## src/rtl/ctu_tsr_pkg.sv

```systemverilog
// Shared definitions for the CTU temperature-sensor sequencer: state encoding,
// default data widths and a small constant helper.
package ctu_tsr_pkg;

    localparam int CODE_W_DEF   = 8;
    localparam int AVG_LOG2_DEF = 2;

    typedef enum logic [2:0] {
        ST_OFF    = 3'd0,
        ST_SETTLE = 3'd1,
        ST_START  = 3'd2,
        ST_WAIT   = 3'd3,
        ST_ACC    = 3'd4,
        ST_IDLE   = 3'd5
    } tsr_state_e;

    function automatic int max3(input int a, input int b, input int c);
        int m;
        m = (a > b) ? a : b;
        return (m > c) ? m : c;
    endfunction

endpackage

```

## src/rtl/ctu_tsr_sync.sv

```systemverilog
// Two-flop synchronizer with asynchronous active-low reset, used to bring the
// analog macro's conversion-done level into the CTU clock domain.
module ctu_tsr_sync (
    input  logic clk,
    input  logic arst_l,
    input  logic d,
    output logic q
);

    logic meta;

    always_ff @(posedge clk or negedge arst_l) begin
        if (!arst_l) begin
            meta <= 1'b0;
            q    <= 1'b0;
        end else begin
            meta <= d;
            q    <= meta;
        end
    end

endmodule

```

## src/rtl/ctu_tsr_seq_ctl.sv

```systemverilog
// Temperature-sensor sequencer: power-up and settle, periodic conversions,
// 2**AVG_LOG2-sample averaging, hysteretic overtemp alarm and sticky timeout error.
module ctu_tsr_seq_ctl
    import ctu_tsr_pkg::*;
#(
    parameter int CODE_W      = CODE_W_DEF,
    parameter int AVG_LOG2    = AVG_LOG2_DEF,
    parameter int SETTLE_CYC  = 256,
    parameter int TIMEOUT_CYC = 1024,
    parameter int PER_W       = 16
) (
    input  logic              clk,
    input  logic              arst_l,
    input  logic              cfg_en,
    input  logic [PER_W-1:0]  cfg_period,
    input  logic [CODE_W-1:0] cfg_hi_thr,
    input  logic [CODE_W-1:0] cfg_lo_thr,
    input  logic              err_clr,
    output logic              tsr_pwr_en,
    output logic              tsr_conv_start,
    input  logic              tsr_conv_done,
    input  logic [CODE_W-1:0] tsr_code,
    output logic [CODE_W-1:0] temp_val,
    output logic              temp_vld,
    output logic              overtemp,
    output logic              tsr_timeout_err
);

    localparam int SUM_W  = CODE_W + AVG_LOG2;
    localparam int NSAMP  = 1 << AVG_LOG2;
    localparam int SCNT_W = AVG_LOG2 + 1;
    localparam int CNT_W  = max3($clog2(SETTLE_CYC), $clog2(TIMEOUT_CYC), PER_W);

    localparam logic [CNT_W-1:0]  SETTLE_LD  = CNT_W'(SETTLE_CYC - 1);
    localparam logic [CNT_W-1:0]  TIMEOUT_LD = CNT_W'(TIMEOUT_CYC - 1);
    localparam logic [SCNT_W-1:0] LAST_SAMP  = SCNT_W'(NSAMP - 1);

    tsr_state_e state, nxt;

    logic              done_s;
    logic              done_q;
    logic              done_rise;
    logic [CNT_W-1:0]  cnt;
    logic [CODE_W-1:0] code_q;
    logic [SUM_W-1:0]  sum;
    logic [SUM_W-1:0]  sum_nxt;
    logic [SCNT_W-1:0] samp_cnt;
    logic [CODE_W-1:0] avg;

    logic              cnt_ld;
    logic [CNT_W-1:0]  cnt_ld_val;
    logic              cnt_dec;
    logic              cap;
    logic              acc_add;
    logic              acc_last;
    logic              acc_clr;
    logic              to_set;

    ctu_tsr_sync u_done_sync (
        .clk    (clk),
        .arst_l (arst_l),
        .d      (tsr_conv_done),
        .q      (done_s)
    );

    assign done_rise = done_s & ~done_q;
    assign sum_nxt   = sum + SUM_W'(code_q);
    assign avg       = sum_nxt[SUM_W-1:AVG_LOG2];

    always_ff @(posedge clk or negedge arst_l) begin
        if (!arst_l) begin
            state <= ST_OFF;
        end else begin
            state <= nxt;
        end
    end

    // One down-counter serves settle, conversion timeout and idle period; each
    // state loads it on entry and leaves when it reads zero.
    always_comb begin
        nxt        = state;
        cnt_ld     = 1'b0;
        cnt_ld_val = '0;
        cnt_dec    = 1'b0;
        cap        = 1'b0;
        acc_add    = 1'b0;
        acc_last   = 1'b0;
        acc_clr    = 1'b0;
        to_set     = 1'b0;

        if (!cfg_en) begin
            nxt     = ST_OFF;
            acc_clr = 1'b1;
        end else begin
            case (state)
                ST_OFF: begin
                    nxt        = ST_SETTLE;
                    cnt_ld     = 1'b1;
                    cnt_ld_val = SETTLE_LD;
                    acc_clr    = 1'b1;
                end
                ST_SETTLE: begin
                    if (cnt == '0) begin
                        nxt = ST_START;
                    end else begin
                        cnt_dec = 1'b1;
                    end
                end
                ST_START: begin
                    nxt        = ST_WAIT;
                    cnt_ld     = 1'b1;
                    cnt_ld_val = TIMEOUT_LD;
                end
                ST_WAIT: begin
                    if (done_rise) begin
                        cap = 1'b1;
                        nxt = ST_ACC;
                    end else if (cnt == '0) begin
                        to_set     = 1'b1;
                        acc_clr    = 1'b1;
                        nxt        = ST_IDLE;
                        cnt_ld     = 1'b1;
                        cnt_ld_val = CNT_W'(cfg_period);
                    end else begin
                        cnt_dec = 1'b1;
                    end
                end
                ST_ACC: begin
                    acc_add = 1'b1;
                    if (samp_cnt == LAST_SAMP) begin
                        acc_last   = 1'b1;
                        nxt        = ST_IDLE;
                        cnt_ld     = 1'b1;
                        cnt_ld_val = CNT_W'(cfg_period);
                    end else begin
                        nxt = ST_START;
                    end
                end
                ST_IDLE: begin
                    if (cnt == '0) begin
                        nxt = ST_START;
                    end else begin
                        cnt_dec = 1'b1;
                    end
                end
                default: begin
                    nxt = ST_OFF;
                end
            endcase
        end
    end

    always_ff @(posedge clk or negedge arst_l) begin
        if (!arst_l) begin
            done_q          <= 1'b0;
            cnt             <= '0;
            code_q          <= '0;
            sum             <= '0;
            samp_cnt        <= '0;
            temp_val        <= '0;
            temp_vld        <= 1'b0;
            overtemp        <= 1'b0;
            tsr_timeout_err <= 1'b0;
            tsr_pwr_en      <= 1'b0;
            tsr_conv_start  <= 1'b0;
        end else begin
            done_q <= done_s;

            if (cnt_ld) begin
                cnt <= cnt_ld_val;
            end else if (cnt_dec) begin
                cnt <= cnt - CNT_W'(1);
            end

            if (cap) begin
                code_q <= tsr_code;
            end

            if (acc_clr || acc_last) begin
                sum      <= '0;
                samp_cnt <= '0;
            end else if (acc_add) begin
                sum      <= sum_nxt;
                samp_cnt <= samp_cnt + SCNT_W'(1);
            end

            temp_vld <= acc_last;
            if (acc_last) begin
                temp_val <= avg;
                // Set takes priority so overlapping thresholds still raise the alarm.
                if (avg >= cfg_hi_thr) begin
                    overtemp <= 1'b1;
                end else if (avg <= cfg_lo_thr) begin
                    overtemp <= 1'b0;
                end
            end

            tsr_timeout_err <= to_set | (tsr_timeout_err & ~err_clr);

            // Pad controls are registered from the next state to stay glitch-free.
            tsr_pwr_en     <= (nxt != ST_OFF);
            tsr_conv_start <= (nxt == ST_START);
        end
    end

endmodule

```

## config.mk

```make
export PLATFORM = sky130hd
export DESIGN_NAME = ctu_tsr_seq_ctl
export DESIGN_NICKNAME = d
export VERILOG_FILES = /design/src/rtl/ctu_tsr_pkg.sv /design/src/rtl/ctu_tsr_sync.sv /design/src/rtl/ctu_tsr_seq_ctl.sv
export SDC_FILE = /design/constraint.sdc
export NUM_CORES = 1
export LEC_CHECK = 0
export BUFFER_PORTS_ARGS = -buffer_cell sky130_fd_sc_hd__buf_2
export CORE_MARGIN = 2
export CORE_UTILIZATION = 50
export DETAILED_ROUTE_END_ITERATION = 10
export GPL_ROUTABILITY_DRIVEN = 0
export GPL_TIMING_DRIVEN = 1
export PLACE_DENSITY = 0.72
export SYNTH_ARGS = -nofsm -noshare
export SYNTH_HDL_FRONTEND = slang
export SYNTH_SLANG_ARGS = --single-unit
export TNS_END_PERCENT = 100
```

## constraint.sdc

```tcl
create_clock -name clk -period 7.6 [get_ports clk]
set_clock_uncertainty 0.15 [all_clocks]
set_input_delay 0 -clock clk [delete_from_list [all_inputs] [get_ports clk]]
set_output_delay 0 -clock clk [all_outputs]
set_load 0.01 [all_outputs]
```

== Yosys cells after proc, flatten, opt, wreduce, memory -nomap -nowiden ==
Cells that the tools add are included.
Storage, ports and cells
  input bits: 45
  flip-flop bits (word level): 56
  word-level logic and storage cells: 80
  output and inout bits: 13
Cells by class
  add/sub/neg operators: 3
  reductions and logical operators: 10
  equal/unequal tests: 7
  bitwise operators: 5
  $lt $le $gt $ge: 2
  muxes and demuxes: 39
Operator list (number)
  $mux W16: 6
  $pmux W16 S4: 1
  $mux W3: 7
  $mux W10: 2
  $mux W1: 19
  $logic_not A16 Y1: 1
  $sub A16 B1 Y16 const B: 1
  $pmux W3 S5: 1
  $eq A3 B2 Y1 const B: 4
  $add A10 B8 Y10: 1
  $ge A8 B8 Y1: 1
  $le A8 B8 Y1: 1
  $eq A3 B3 Y1 const B: 2
  $reduce_bool A2 Y1: 3
  $pmux W1 S2: 2
  $reduce_or A2 Y1: 2
  $add A3 B1 Y3 const B: 1
  $eq A3 B1 Y1 const B: 1
  $logic_not A3 Y1: 1
  $pmux W1 S3: 1
  $reduce_bool A3 Y1: 1
  $and A1 B1 Y1: 2
  $not A1 Y1: 2
  $reduce_and A2 Y1: 1
  2 further kinds: 2

== Longest topological paths before layout ==
  word-level depth: 7
  mapped depth: 15

== By module ==
A second synthesis with hierarchy kept.
Second synthesis, totals
  cells, all modules: 358
  area total of the unflattened synthesis: 3422.0 um^2
Modules (own cells, without submodules)
  ctu_tsr_seq_ctl: cells each 356, instances 1, area an instance 3372.0 um^2, sequential area each 1351.3 um^2
  ctu_tsr_sync: cells each 2, instances 1, area an instance 50.0 um^2, sequential area each 50.0 um^2

== Least setup slack after synthesis ==
OpenSTA, ideal clock, no wires.
  path kind: flip-flop to flip-flop
  start point: register cnt[0]
  end point: register cnt[9]
  arrival: 2610 ps
  buffers on the path: 2
  stages on the path, launching flop included: 10
  setup time: 122 ps
  path slack: 4718 ps
  path through: dfrtp_1 -> inv_1 -> ha_1 -> or4b_2 -> or4_4 -> buf_6 -> o31a_1 -> buf_6 -> a221o_1 -> a32o_1
On the way
  longest elaborated chain between the ends: 6
  elaborated cells on any way between the ends: 17
  those cells by class: add/sub: 1; mux: 14; reduce/logical: 2
RTL lines
  start: declaration: line ctu_tsr_seq_ctl.sv:43  | logic [CNT_W-1:0] cnt;
  start signal: assignment: line ctu_tsr_seq_ctl.sv:170  | cnt <= cnt_ld_val;
  start signal: assignment: line ctu_tsr_seq_ctl.sv:172  | cnt <= cnt - CNT_W'(1);
  parallel branches: the longest is 6 deep, another holds $sub A16 B1 Y16
Parallel ways; which one is timed is not known. The select of a mux whose other input is x is not followed.
A chain may end at the register's enable or synchronous reset.

== Final worst setup path ==
  start point: register cnt[0]
  end point: register cnt[5]
The elaborated chain is that of the path after synthesis.

==> run metrics <==
Layout area overhead 20.3%; Final HPWL DP between 5000 and 6000 µm; first drt pass iteration count 5; flop-to-flop setup slack 4.39 ns; Clock Sinks 56; H-tree depth 2; Crit Path Class register to register; PortBufs 57; Post-Route WL 7790 µm; Max transition margin 33.6%; #FFs+latches synth 56; Worst EP required approximately 7.7 ns; min-delay worst type input port to register; global route total overflow 0; hold path depth 5; Power Density around 150 mW/mm²; die height ~87 µm; pin count of the biggest net entering global routing between 50 and 60; number of synthesized flops with an enable pin 0; core footprint between 0.006 and 0.007 mm²; first-iteration detailed-routing DRC count 168; Final Critical Period roughly 3.2 ns; Util after Layout 61.5%; GR Util met2 a little under two fifths; # fillers just under 600; met1 global-route usage between 30% and 40%; via count 3022; final setup fails 0; vias in the first global route between 3000 and 4000; detailed-route wire length per cell approximately 15 µm; DRC errors left 0; fraction of layout cells with a size suffix above 1 between 10% and 20%; Startpoint Class register; outcome finished clean; Reg-to-Reg End cnt[5]; GRT busiest layer met2; RSZ-0062 raised after global routing false; first-pass GRT wire length between 10000 and 15000 µm; Reg clk slew, reported paths about 0.10 ns; clock tree from TritonCTS yes; max-slew violation count 0; synthesized cell area 0.00343 mm²; main flop type after synthesis dfrtp_1; commonest non-fill, non-tap cell in the layout buf_2; remaining antenna violation count after routing 0; YS warnings 0; Die Wd ~87 µm; Async S/R FF share, synth 100%; clk buf depth 2; Worst EP arrival approximately 3.3 ns; area taken by multi-input logic gates 0.00185 mm²; instance count of the mapped netlist between 300 and 400; sequential element share of the synthesized area 40.8%; Register Area roughly 0.0014 mm²; Synth Net Count 444; latest clock arrival within the worst-skew pair 0.31 ns; CP endpoint cnt[5]; Pleak approximately 2.0 nW; Worst Setup End Kind register; most frequent cells in the layout 57 x buf_2, 56 x dfrtp_1, 39 x nand2_1; num rows 30; Final Worst Setup Slack 4.39 ns; root buf cell clkbuf_8; TNS Setup 0 ns; crit-path max FO 13; die area around 0.0075 mm²; Boundary Pins a little under 60; Max Fclk 311 MHz; Antenna Cells 0; peak supply drop approximately 0.00011 V; worst r2r src cnt[0]; met3 Resource Use GR 4.08%; Max Cap Viol 0; Total Routing Usage GR about 23%; Initial Util between 50 and 60%; r2r worst-path depth 7; Fin. Hold Viols 0; Hold Slack approximately 0.0086 ns; Worst Tran Pin Value just under 1 ns; Final #Nets about 520; drt via density roughly 5.7; crit share post-route about 42%; Place WS 4.40 ns; initial antenna violation count 0; critical path startpoint cnt[0]; post_cts resized 0; Cell variety after synth 54; syn avg cell area around 9.3 µm²; CTS Buf Count 5
[layer usage]
layer | up-vias | wire length, µm
li1 | 1498 | -
met1 | 1433 | 3660
met2 | 79 | 3660
met3 | 12 | 361
met4 | 0 | 107
met5 | - | 0
[timing repair]
item | in CTS | in global routing
setup endpoints to repair | 0 | 0
buffers inserted | 0 | 0
hold buffers | 28 | 0
hold endpoints to repair | 86 | 0
[critical path, stage by stage (launching register included)]
cell and delay (ns):
dfrtp_1 0.42, inv_1 0.12, ha_1 0.15, or4b_2 0.59, or4_4 0.49, o31ai_2 0.68, o21ai_0 0.21, a211o_1 0.32
[power breakdown]
| group | total (mW) | internal, mW | switching, mW |
|---|---|---|---|
| clock network | 0.169 | 0.0747 | 0.0948 |
| registers | 0.346 | 0.319 | 0.0266 |
| logic | 0.121 | 0.0577 | 0.0631 |
| total | 0.636 | 0.452 | 0.184 |
[cells by family after synthesis]
logic type      count (synthesis)  share of synthesized area (%)
fa+ha+maj                      29                           10.8
simple gates                  111                           16.0
compound gates                111                           21.1
buf+inv                        43                           5.43
flops                          56                           40.8
xor+xnor                       10                           2.55
mux                            10                           3.28
[cell usage after synthesis (3+ instances only)]
| master | count | area share [%] |
|---|---|---|
| clkbuf_1 | 10 | 1.1 |
| and3_1 | 3 | 0.55 |
| a31oi_1 | 3 | 0.55 |
| xor2_1 | 5 | 1.3 |
| xnor2_1 | 5 | 1.3 |
| inv_1 | 27 | 3.0 |
| o21ai_0 | 29 | 4.2 |
| o31a_1 | 3 | 0.77 |
| o21ai_1 | 3 | 0.44 |
| a22o_1 | 11 | 2.8 |
| buf_6 | 3 | 0.98 |
| nor4_1 | 7 | 1.3 |
| nand4_1 | 4 | 0.73 |
| a21o_1 | 5 | 1.1 |
| nand2b_1 | 3 | 0.55 |
| nand3_1 | 4 | 0.58 |
| o21a_1 | 4 | 0.87 |
| dfrtp_1 | 56 | 41 |
| a21oi_1 | 27 | 3.9 |
| mux2_2 | 10 | 3.3 |
| nor2b_1 | 6 | 1.1 |
| a211oi_1 | 5 | 1.1 |
| nor3_1 | 13 | 1.9 |
| or4_1 | 3 | 0.66 |
| nand2_1 | 39 | 4.3 |
| nor2_1 | 21 | 2.3 |
| ha_1 | 28 | 10 |
[per-stage QoR]
| stage | std cells | total power [mW] | area [µm²] |
|---|---|---|---|
| finish | 530 | 0.636 | 4130 |
| detailed placement | 494 | 0.461 | 3760 |
| global placement | 494 | 0.457 | 3760 |
| global route | 530 | 0.673 | 4130 |
| floorplan | 370 | 0.422 | 3430 |
| CTS | 530 | 0.642 | 4130 |
[state kept, by name, indices dropped and copies added (netlist names), 3 cells and up]
register,count
state,3
temp_val,8
sum,10
cnt,16
samp_cnt,3
code_q,8
[worst min-delay path by stage]
stage	from	to
floorplan	arst_l	cnt[0]
global placement	tsr_conv_done	u_done_sync.meta
detailed placement	tsr_conv_done	u_done_sync.meta
CTS	cfg_hi_thr[7]	overtemp
global route	cfg_hi_thr[7]	overtemp
finish	cfg_hi_thr[7]	overtemp
[layout make-up]
| type | count | area share, % |
|---|---|---|
| clock buffers | 8 | 2.18 |
| inverters | 28 | 2.55 |
| multi-input cells | 271 | 44.8 |
| flip-flops and latches | 56 | 33.9 |
| well taps | 80 | 2.42 |
| repair buffers | 87 | 14.1 |
Power figures use the tool's default switching activity.
